File: config.mk
export PLATFORM = sky130hd
export DESIGN_NAME = reg_write_arbiter
export DESIGN_NICKNAME = d
export VERILOG_FILES = /design/src/rtl/reg_write_arbiter.sv
export SDC_FILE = /design/constraint.sdc
export NUM_CORES = 1
export LEC_CHECK = 0
export CORE_MARGIN = 4
export CORE_UTILIZATION = 42
export CTS_CLUSTER_SIZE = 40
export DETAILED_ROUTE_END_ITERATION = 6
export PLACE_DENSITY = 0.9
export SYNTH_ARGS = -nofsm -noshare
export SYNTH_HDL_FRONTEND = slang
export SYNTH_SLANG_ARGS = --single-unit
File: constraint.sdc
create_clock -name Clock -period 1.75 [get_ports Clock]
set_input_delay 0.175 -clock Clock [delete_from_list [all_inputs] [get_ports Clock]]
set_output_delay 0.175 -clock Clock [all_outputs]
set_load 0.005 [all_outputs]
File: src/rtl/reg_write_arbiter.sv
// ============================================================================
// reg_write_arbiter
// ----------------------------------------------------------------------------
// Purpose:
//   Shares one WIDTH-bit register among N_REQ requesters. A round-robin
//   arbiter picks one pending requester at a time. The owner is then walked
//   through a fixed four-state handshake: IDLE -> GRANT -> WRITE -> ACK.
//   Data is staged into D at the end of GRANT. It is committed to Q at the
//   end of WRITE, and the owner receives a one-cycle Ack in the ACK state.
//
// Parameters:
//   N_REQ  - number of requesters (2..8)
//   WIDTH  - width of the shared register
//
// Ports:
//   Clock   in   single clock; all state changes on its rising edge
//   Reset   in   asynchronous, active-low reset
//   Req     in   [N_REQ]        per-requester write request, held until Ack
//   WrData  in   [N_REQ*WIDTH]  requester i data at [i*WIDTH +: WIDTH]
//   Grant   out  [N_REQ]        one-hot owner of the shared register
//   Ack     out  [N_REQ]        one-cycle completion pulse to the owner
//   Enable  out  1              write strobe, high only in WRITE
//   D       out  [WIDTH]        staged write data
//   Q       out  [WIDTH]        shared register contents
//   Qn      out  [WIDTH]        bitwise complement of Q
//   Busy    out  1              high whenever the FSM is not in IDLE
// ============================================================================
module reg_write_arbiter #(
   parameter int N_REQ = 4,
   parameter int WIDTH = 8
) (
   input  logic                   Clock,
   input  logic                   Reset,
   input  logic [N_REQ-1:0]       Req,
   input  logic [N_REQ*WIDTH-1:0] WrData,
   output logic [N_REQ-1:0]       Grant,
   output logic [N_REQ-1:0]       Ack,
   output logic                   Enable,
   output logic [WIDTH-1:0]       D,
   output logic [WIDTH-1:0]       Q,
   output logic [WIDTH-1:0]       Qn,
   output logic                   Busy
);

   localparam int IW = (N_REQ > 1) ? $clog2(N_REQ) : 1;

   typedef enum logic [1:0] {
      IDLE  = 2'd0,
      GRANT = 2'd1,
      WRITE = 2'd2,
      ACK   = 2'd3
   } state_t;

   state_t          state;
   logic [IW-1:0]   ptr;
   logic [IW-1:0]   sel;
   logic [IW-1:0]   rr_pick;
   logic [IW-1:0]   ptr_next;
   logic [WIDTH-1:0] sel_data;

   // Round-robin search.
   // Scans upward from start, wrapping modulo N_REQ.
   // The first requesting index wins.
   // The result is only consumed when req is non-zero.
   function automatic logic [IW-1:0] rr_select(input logic [N_REQ-1:0] req,
                                               input logic [IW-1:0]    start);
      logic [IW-1:0] pick;
      logic          found;
      int            idx;
      pick  = '0;
      found = 1'b0;
      for (int k = 0; k < N_REQ; k++) begin
         idx = (int'(start) + k) % N_REQ;
         if (!found && req[idx]) begin
            found = 1'b1;
            pick  = IW'(idx);
         end
      end
      return pick;
   endfunction

   // Expand an index into a one-hot requester vector.
   function automatic logic [N_REQ-1:0] onehot(input logic [IW-1:0] idx);
      logic [N_REQ-1:0] v;
      v      = '0;
      v[idx] = 1'b1;
      return v;
   endfunction

   // Combinational helpers feeding the FSM.
   // They compute the next winner and the next pointer value.
   // They also pick out the data lane of the current owner.
   always_comb begin
      rr_pick  = rr_select(Req, ptr);
      ptr_next = (sel == IW'(N_REQ - 1)) ? '0 : sel + IW'(1);
      sel_data = WrData[int'(sel)*WIDTH +: WIDTH];
   end

   // Qn tracks Q continuously.
   // It therefore reads all-ones as soon as reset clears Q.
   assign Qn = ~Q;

   // Main handshake FSM.
   //
   // Every output except Qn is registered here, so each output changes
   // only on a clock edge (or on reset).
   //
   // A reset that arrives during WRITE wipes Q to zero; the staged data is
   // discarded rather than committed.
   //
   // If the owner drops its request while in GRANT, the transaction is
   // abandoned without touching the pointer. The same requester therefore
   // keeps its priority for the next arbitration.
   always_ff @(posedge Clock or negedge Reset) begin
      if (!Reset) begin
         state  <= IDLE;
         ptr    <= '0;
         sel    <= '0;
         Grant  <= '0;
         Ack    <= '0;
         Enable <= 1'b0;
         Busy   <= 1'b0;
         D      <= '0;
         Q      <= '0;
      end else begin
         case (state)
            IDLE: begin
               Ack    <= '0;
               Enable <= 1'b0;
               if (|Req) begin
                  sel   <= rr_pick;
                  Grant <= onehot(rr_pick);
                  Busy  <= 1'b1;
                  state <= GRANT;
               end else begin
                  Grant <= '0;
                  Busy  <= 1'b0;
               end
            end

            GRANT: begin
               if (Req[sel]) begin
                  D      <= sel_data;
                  Enable <= 1'b1;
                  state  <= WRITE;
               end else begin
                  Grant  <= '0;
                  Busy   <= 1'b0;
                  state  <= IDLE;
               end
            end

            WRITE: begin
               Q      <= D;
               Enable <= 1'b0;
               Ack    <= onehot(sel);
               state  <= ACK;
            end

            ACK: begin
               Ack   <= '0;
               Grant <= '0;
               Busy  <= 1'b0;
               ptr   <= ptr_next;
               state <= IDLE;
            end

            default: begin
               Ack    <= '0;
               Grant  <= '0;
               Enable <= 1'b0;
               Busy   <= 1'b0;
               state  <= IDLE;
            end
         endcase
      end
   end

endmodule
==> results, run 1 <==
- The first TritonRoute pass finished after 5 iterations.
- The mux contribution to synthesized area is 19.6%.
- The iteration-0 DRC count of the detailed router is 58.
- The worst-case setup margin in the final layout is 136 ps.
- The ratio of total power to cell area is 1600 nW/µm².
- The maximum clock path buffer count is 2.
- The number of instances in the placed design is 267.
- The die covers 5010 µm².
- Across the run, the number of max-cap violations was 0.
- The count of pins on the block boundary is 72.
- The synthesized netlist devotes 6.81% of its cell area to adder and majority cells.
- At the end of the flow, the number of nets in the layout was 273.
- The first global-routing pass estimated 7040 µm of wire.
- The maximum operating frequency is 620 MHz.
- The routed layout has 1,415 vias.
- Counting the fill cells in the layout gives 293.
- Cells with a size suffix above 1 make up 16.7% of the layout.
- The HPWL after detailed placement is 3290 µm.
- The clock latency reported for the late side of the worst-skew pair is 290 ps.
- Once detail routing completed, the nets flagged for antenna violations numbered 0.
- The instance count of the mapped netlist is 142.
- The via count of the first global-routing pass was 1,521.
- After global routing the overflow that remains totals 0.
- The clock transition at the register clock pins on the worst setup and hold paths after CTS is 70 ps.
- For the worst setup path, the data required time is 1920 ps.
- The first element of the critical path is sel[0].
- The number of gates given a new drive strength after cts is 0.
- For the pin with the worst max-slew slack, the measured transition is 518 ps.
- The synthesized area divided by synthesized cell count is 11.6 µm².
- The H-tree was split into 2 levels.
- Yosys printed 0 warnings.
- VDD sags by at most 0.952 mV.
- The worst clock skew is 4.07 ps.
- The worst pin sits at a relative slew slack of 65.2%.
- The area added between synthesis and finish is 55.5%.
- The setup path with the least slack is of type reg -> reg.
- Setup repair after global routing left no endpoint under its margin.
- After synthesis the cells add up to 1650 µm².
- The all-layer global routing usage is 18.1%.
- The sequential fraction of the synthesis area is 48.4%.
- Of the total synthesized cell area, the portion taken by AND, OR, NAND and NOR gates is 10.5%.
- The run finished with clean final reports.
- The post-route non-filler standard cell count is 275.
- Setup violations remaining at the end of the flow were counted as 0.
- Prior to clock tree synthesis, the placed netlist has a worst setup slack of -65.6 ps.
- The placement row count is 22.
- The startpoint type of the worst setup path is a flip-flop.
- The main combinational cell family by area after synthesis is multiplexers.
- The total length of routed wires is 4280 µm.
- In this run the post-CTS setup repair buffer count came out at 0.
- Entering global routing, the biggest net connects 33 pins.
- The number of antenna diodes in the final layout is 0.
- The parity-gate share of the synthesized area counting xor and xnor cells is 0%.
- Summing the areas of all compound-gate instances in the mapped netlist gives 10.7% of the synthesized area.
- Dividing the detail-routed wire length by the instance count gives 15.6 µm.
- After detailed routing, the number of remaining DRC violations is 0.
- In this run the horizontal extent of the chip is 70.8 µm.
- The library cells used most frequently in the layout, excluding fill and tap cells, are sky130_fd_sc_hd__clkdlybuf4s50_1 (71), sky130_fd_sc_hd__dfrtp_1 (32), sky130_fd_sc_hd__nand2_1 (24), sky130_fd_sc_hd__o21ai_0 (14), sky130_fd_sc_hd__inv_1 (13).
- The number of sinks on the clock net is 32.
- The class of the tightest hold or removal check is in -> async.
- The minimum hold slack is 281 ps.
- At the end of routability-driven placement, the weighted congestion stood at 0.807.
- The number of buffers created by CTS is 5.
- After clock tree synthesis, the flow added hold-fix buffers numbering 0.
- In this run, synthesis produced a sequential element count of 32.
- For the final routed database, the setup TNS stands at 0 ps.
- The worst path needs 1610 ps of the cycle, external delays included.
- The final count of pins violating max slew came to 0.
- The number of hold-slack violations in the final timing report came to 0.
- The number of different library cells used by synthesis comes to 27.
- The total leakage power is 1.10 nW.
- The element type at the critical path end is a flip-flop.
- The startpoint of the worst register-to-register path is sel[0].
- The placeable core region is 3740 µm².
- The largest driver fanout on the critical path is 10.
- Port buffering added 71 buffers.
- Clock tree synthesis selected as its root buffer the cell sky130_fd_sc_hd__clkbuf_8.
- The library cell used most frequently in the layout, excluding fill and tap cells, is sky130_fd_sc_hd__clkdlybuf4s50_1.
- The height of the die is 70.8 µm.
- The initial standard-cell utilization of the core is 44.2%.
- The worst endpoint data arrival time is 1790 ps.
- TritonCTS built the clock tree.
- At the end of the flow the core is filled with cells to 68.7%.
- After layout, the worst path uses 92.2% of the clock period.
- The number of antenna violations at the first check in global routing is 0.
- The detail-routed via count per cell is 5.15.
- Synthesis produced a netlist with a net count of 189.
-- per-layer routing --
| metal | part of all wire [%] | vias up | global-route usage (%) |
|---|---|---|---|
| met1 | 37 | 683 | 20.5 |
| met2 | 55 | 54 | 32.9 |
| met3 | 5.5 | 9 | 3.27 |
| met4 | 2.1 | 0 | 8.35 |
| li1 | - | 669 | - |
| met5 | 0 | - | 0 |
-- worst max-delay path: stages (launching register included) --
cell                      delay, ps
sky130_fd_sc_hd__dfrtp_1        380
sky130_fd_sc_hd__mux4_2         570
sky130_fd_sc_hd__nand2_4        190
sky130_fd_sc_hd__mux2_2         360
-- registers in the layout, indices dropped and copies added, names as in the netlist, named ones only --
register / flops
Ack: 4
Busy: 1
D: 8
Enable: 1
Grant: 4
Q: 8
ptr: 2
sel: 2
state: 1
-- cell families after synthesis --
group | after synthesis
AND/OR/NAND/NOR | 36
multiplexers | 20
flip-flops | 32
AO/OA/AOI/OAI | 28
buffers and inverters | 17
adder cells (fa/ha/maj) | 9
-- Yosys cell counts, drive strengths merged --
cell type  count  area [µm²]
a32o           4        40.0
dfrtp         32         801
o22ai          2        12.5
mux2i          2        20.0
mux2           9         101
o211ai         1        7.51
nand2b         3        26.3
o21a           1        7.51
o21ai         14        70.1
or3            1        6.26
clkbuf         2        7.51
mux4           9         203
inv           13        48.8
a21oi          3        15.0
nand2         25         101
nor2           3        11.3
a31oi          1        6.26
o22a           1        10.0
buf            2        10.0
nor4           2        18.8
nor3           1        5.00
a21o           1        7.51
nand3          1        5.00
ha             9         113
-- stage by stage --
step / power, mW / instance area (µm²)
final: 4.11 / 2570
after global placement: 3.46 / 2480
after CTS: 4.15 / 2570
after detailed placement: 3.55 / 2480
after floorplan: 2.43 / 1650
after global routing: 4.42 / 2570
-- worst paths after layout --
path / end / depth (start not counted) / slack (ps)
max: D[0] / 3 / 140
min: Q[6] / 2 / 280
max reg2reg: D[0] / 3 / 140
min reg2reg: Ack[1] / 2 / 490
max in group asynchronous: Grant[2] / 2 / 1180
min in group Clock: Ack[1] / 2 / 490
-- power by group --
group          total (mW)  internal [mW]  leakage [nW]  switching, mW
Combinational        2.21           1.30         0.655          0.908
Clock               0.583          0.320        0.0455          0.263
Sequential           1.32           1.08         0.400          0.241
-- layout make-up --
class,count,area (µm²),share of cell area [%]
multi-input cells,93,787,30.6
well taps,48,60.1,2.33
repair buffers,81,786,30.5
clock buffers,8,90.1,3.50
flip-flops and latches,32,801,31.1
inverters,13,48.8,1.90
Note: power is estimated with default switching activity, not from simulation.
==> run 2: changes to the inputs <==
--- a/config.mk
+++ b/config.mk
@@ -13,3 +13,4 @@
 export SYNTH_ARGS = -nofsm -noshare
 export SYNTH_HDL_FRONTEND = slang
 export SYNTH_SLANG_ARGS = --single-unit
+export TNS_END_PERCENT = 100
==> results of run 2 <==
Same layout as run 1: the final DEF is identical, and so are final timing and power.
==> run 3: changes to the inputs <==
--- a/config.mk
+++ b/config.mk
@@ -5,6 +5,7 @@
 export SDC_FILE = /design/constraint.sdc
 export NUM_CORES = 1
 export LEC_CHECK = 0
+export CORE_ASPECT_RATIO = 1.75
 export CORE_MARGIN = 4
 export CORE_UTILIZATION = 42
 export CTS_CLUSTER_SIZE = 40
==> run 3 against run 2 <==
Effect of this change:
- critical path type unchanged
- utilization increased by 0.89 points
- critical endpoint is now Grant[1]
- die area increased by 0.79%
- largest cell class unchanged
- global-route usage decreased by 0.34 points
==> results, run 3 (same netlist as run 1, synthesis figures left out) <==
- The height of the die is 91.0 µm (+29%).
- The count of input and output buffers was 71 (unchanged).
- The tree is rooted in a sky130_fd_sc_hd__clkbuf_8.
- The largest incremental delay on the critical path is 540 ps (-30 ps).
- The switching part of the total is 33.8% (-0.52 points).
- The required time of the critical path is 1970 ps (+50 ps).
- The total leakage power is 1.11 nW (+0.44%).
- The shortest clock period the worst path allows after layout was 1610 ps (-8.99 ps).
- Leaving out fill and tap cells, the most frequent cells in the layout are sky130_fd_sc_hd__clkdlybuf4s50_1 (71), sky130_fd_sc_hd__dfrtp_1 (32), sky130_fd_sc_hd__nand2_1 (24), sky130_fd_sc_hd__o21ai_0 (14), sky130_fd_sc_hd__inv_1 (13).
- The internal power summed over all cells came to 2.73 mW (+0.99%).
- The worst setup slack before clock tree synthesis came to -36.3 ps (+29.3 ps).
- The largest individual stage delay along the critical path comes from the cell sky130_fd_sc_hd__nor4_2.
- The ratio of total power to cell area came to 1600 nW/µm² (about the same).
- The most common cell after layout, fill and taps aside is sky130_fd_sc_hd__clkdlybuf4s50_1.
- The worst-case setup margin in the final layout came to 145 ps (+8.99 ps).
- The placeable core region is 3700 µm² (-1.1%).
- TritonCTS built the clock tree.
- The critical path buffer and inverter count is 1 (+1).
- The worst setup path is of the reg -> reg kind.
- The number of gates given a new drive strength after cts came to 0 (unchanged).
- The area enclosed by the die boundary was 5050 µm² (+0.79%).
- The quantity of hold-fixing buffers added after cts is 0 (unchanged).
- The share of final-layout standard cells stronger than drive strength 1 is 17.3% (+0.52 points).
- The flow ran to the end, and the final reports show no timing, DRC or antenna violations.
- The combinational share of power is 53.1% (-0.6 points).
- The total length of routed wires is 4140 µm (-3.4%).
- The clock transition at the register clock pins on the worst setup and hold paths after CTS is 70 ps (about the same).
- The headroom to the max-slew limit is 64.7% (-0.50 points).
- The area taken by flip-flops and latches is 801 µm² (unchanged).
- The signal on the critical path passes through inv_1, ha_1, nor4_2, a32o_1.
- Setup repair after global routing left no endpoint under its margin.
- The width of the die was 55.4 µm (-22%).
- The clock power share came to 14.8% (+0.6 points).
- The area growth from synthesis to layout is 55.7%.
- The worst endpoint data arrival time is 1820 ps (+30 ps).
- The average routed wire per standard cell is 15.2 µm (-2.4%).
- The count of pins on the block boundary was 72 (unchanged).
- The final number of setup-violating endpoints is 0 (unchanged).
- The diode insertion count for antenna repair came to 0 (unchanged).
- The switching power of the nets came to 1.39 mW (-1.3%).
- The via count of the first global-routing pass was 1,563 (+2.8%).
- The max capacitance violation total is 0 (unchanged).
- The placement row count is 29 (+32%).
- The clock latency reported for the late side of the worst-skew pair was 280 ps (about the same).
- The remaining global-route overflow is 0 (unchanged).
- The maximum operating frequency is 623 MHz (+0.56%).
- The first-pass iteration count of the detailed router is 4 (-1).
- The number of filler cells placed in the layout is 294 (+0.34%).
- The category of cells accounting for the largest share of critical-path delay is simple AND/OR/NAND/NOR gates.
- The initial standard-cell utilization of the core was 44.7% (+0.51 points).
- The minimum hold slack came to 283 ps (+1.65 ps).
- The class of the tightest hold or removal check is in -> async.
- The maximum vdd drop is 1.05 mV (+10%).
- The largest driver fanout on the critical path is 5 (-5).
- The worst clock skew came to 5.93 ps (+1.85 ps).
- The number of hold-slack violations in the final timing report is 0 (unchanged).
- The area occupied by multi-input gates is 787 µm² (unchanged).
- The half-perimeter wire length after detailed placement is 3370 µm (+2.5%).
- The all-layer global routing usage is 17.8% (-0.34 points).
- The worst setup path is launched from a flip-flop.
- The global-route wire length before repair is 7120 µm (+1.1%).
- The share of the clock period used by the worst path is 91.7% (-0.51 points).
- The remaining antenna violation count came to 0 (unchanged).
- The portion of total power attributed to sequential cells is 32.1% (about the same).
- The number of sinks on the clock net is 32 (unchanged).
- The net total in the final layout came to 273 (unchanged).
- The number of buffers inserted to repair setup after CTS is 0 (unchanged).
- The post-route non-filler standard cell count came to 272 (-1.1%).
- The number of instances in the placed design is 265 (-0.75%).
- The detail-routed via count per cell is 5.08 (-1.2%).
- The slew of the pin with the lowest slew margin came to 525 ps (+7.40 ps).
- The post-layout utilization of the core is 69.6% (+0.89 points).
- The number of DRC violations after detailed routing is 0 (unchanged).
- The iteration-0 DRC count of the detailed router is 33 (-43%).
- The level count of the clock H-tree came to 2 (unchanged).
- The largest registers in the layout are D: 8 flops, Q: 8 flops.
- The number of vias after detailed routing is 1,383 (-2.3%).
- The pin count of the biggest net entering global routing is 33 (unchanged).
- The number of buffers created by CTS is 5 (unchanged).
- The number of antenna violations at the first check in global routing is 0 (unchanged).
- The final count of pins violating max slew is 0 (unchanged).
- STA classifies the critical path endpoint as a flip-flop.
- The maximum clock path buffer count is 2 (unchanged).
- The final weighted congestion in routability-driven placement is 0.768 (-4.9%).
-- run 3: cell type report --
cell class | count | share of cell area, %
sequential | 32 | 31.1
multi-input combinational | 93 | 30.5
timing repair buffer | 81 | 30.5
clock buffer | 7 | 3.74
tap | 46 | 2.23
inverter | 13 | 1.89
-- run 3: path summary, 6_finish.rpt --
path	end	slack, ps	depth (start not counted)
worst max-delay path	Grant[1]	140	4
worst min-delay path	Grant[3]	280	2
worst max register to register	Grant[1]	140	4
worst min register to register	Ack[2]	480	2
max in group asynchronous	Ack[3]	1170	2
min in group Clock	Ack[2]	480	2
-- run 3: power by group through the flow --
stage	Clock [mW]	Combinational [mW]	Sequential, mW
3_5_place_dp	0	2.21	1.33
4_1_cts	0.615	2.23	1.32
3_3_place_gp	0	2.14	1.32
5_1_grt	0.652	2.40	1.37
6_report	0.609	2.19	1.32
2_1_floorplan	0	1.11	1.32
-- run 3: routing by layer --
metal  vias to the layer above  routed length [µm]  GRT usage, %
met3                         8                 179          4.54
met5                         -                   0             0
met2                        36                2360          33.6
li1                        671                   -             -
met4                         0                  71          5.88
met1                       668                1530          18.6
-- run 3: through the flow --
step                area, µm²  setup TNS (ps)  total power, mW
floorplan                1650               0             2.43
global placement         2480            -115             3.46
detailed placement       2480            -237             3.54
CTS                      2580               0             4.17
global route             2580               0             4.42
finish                   2580               0             4.12
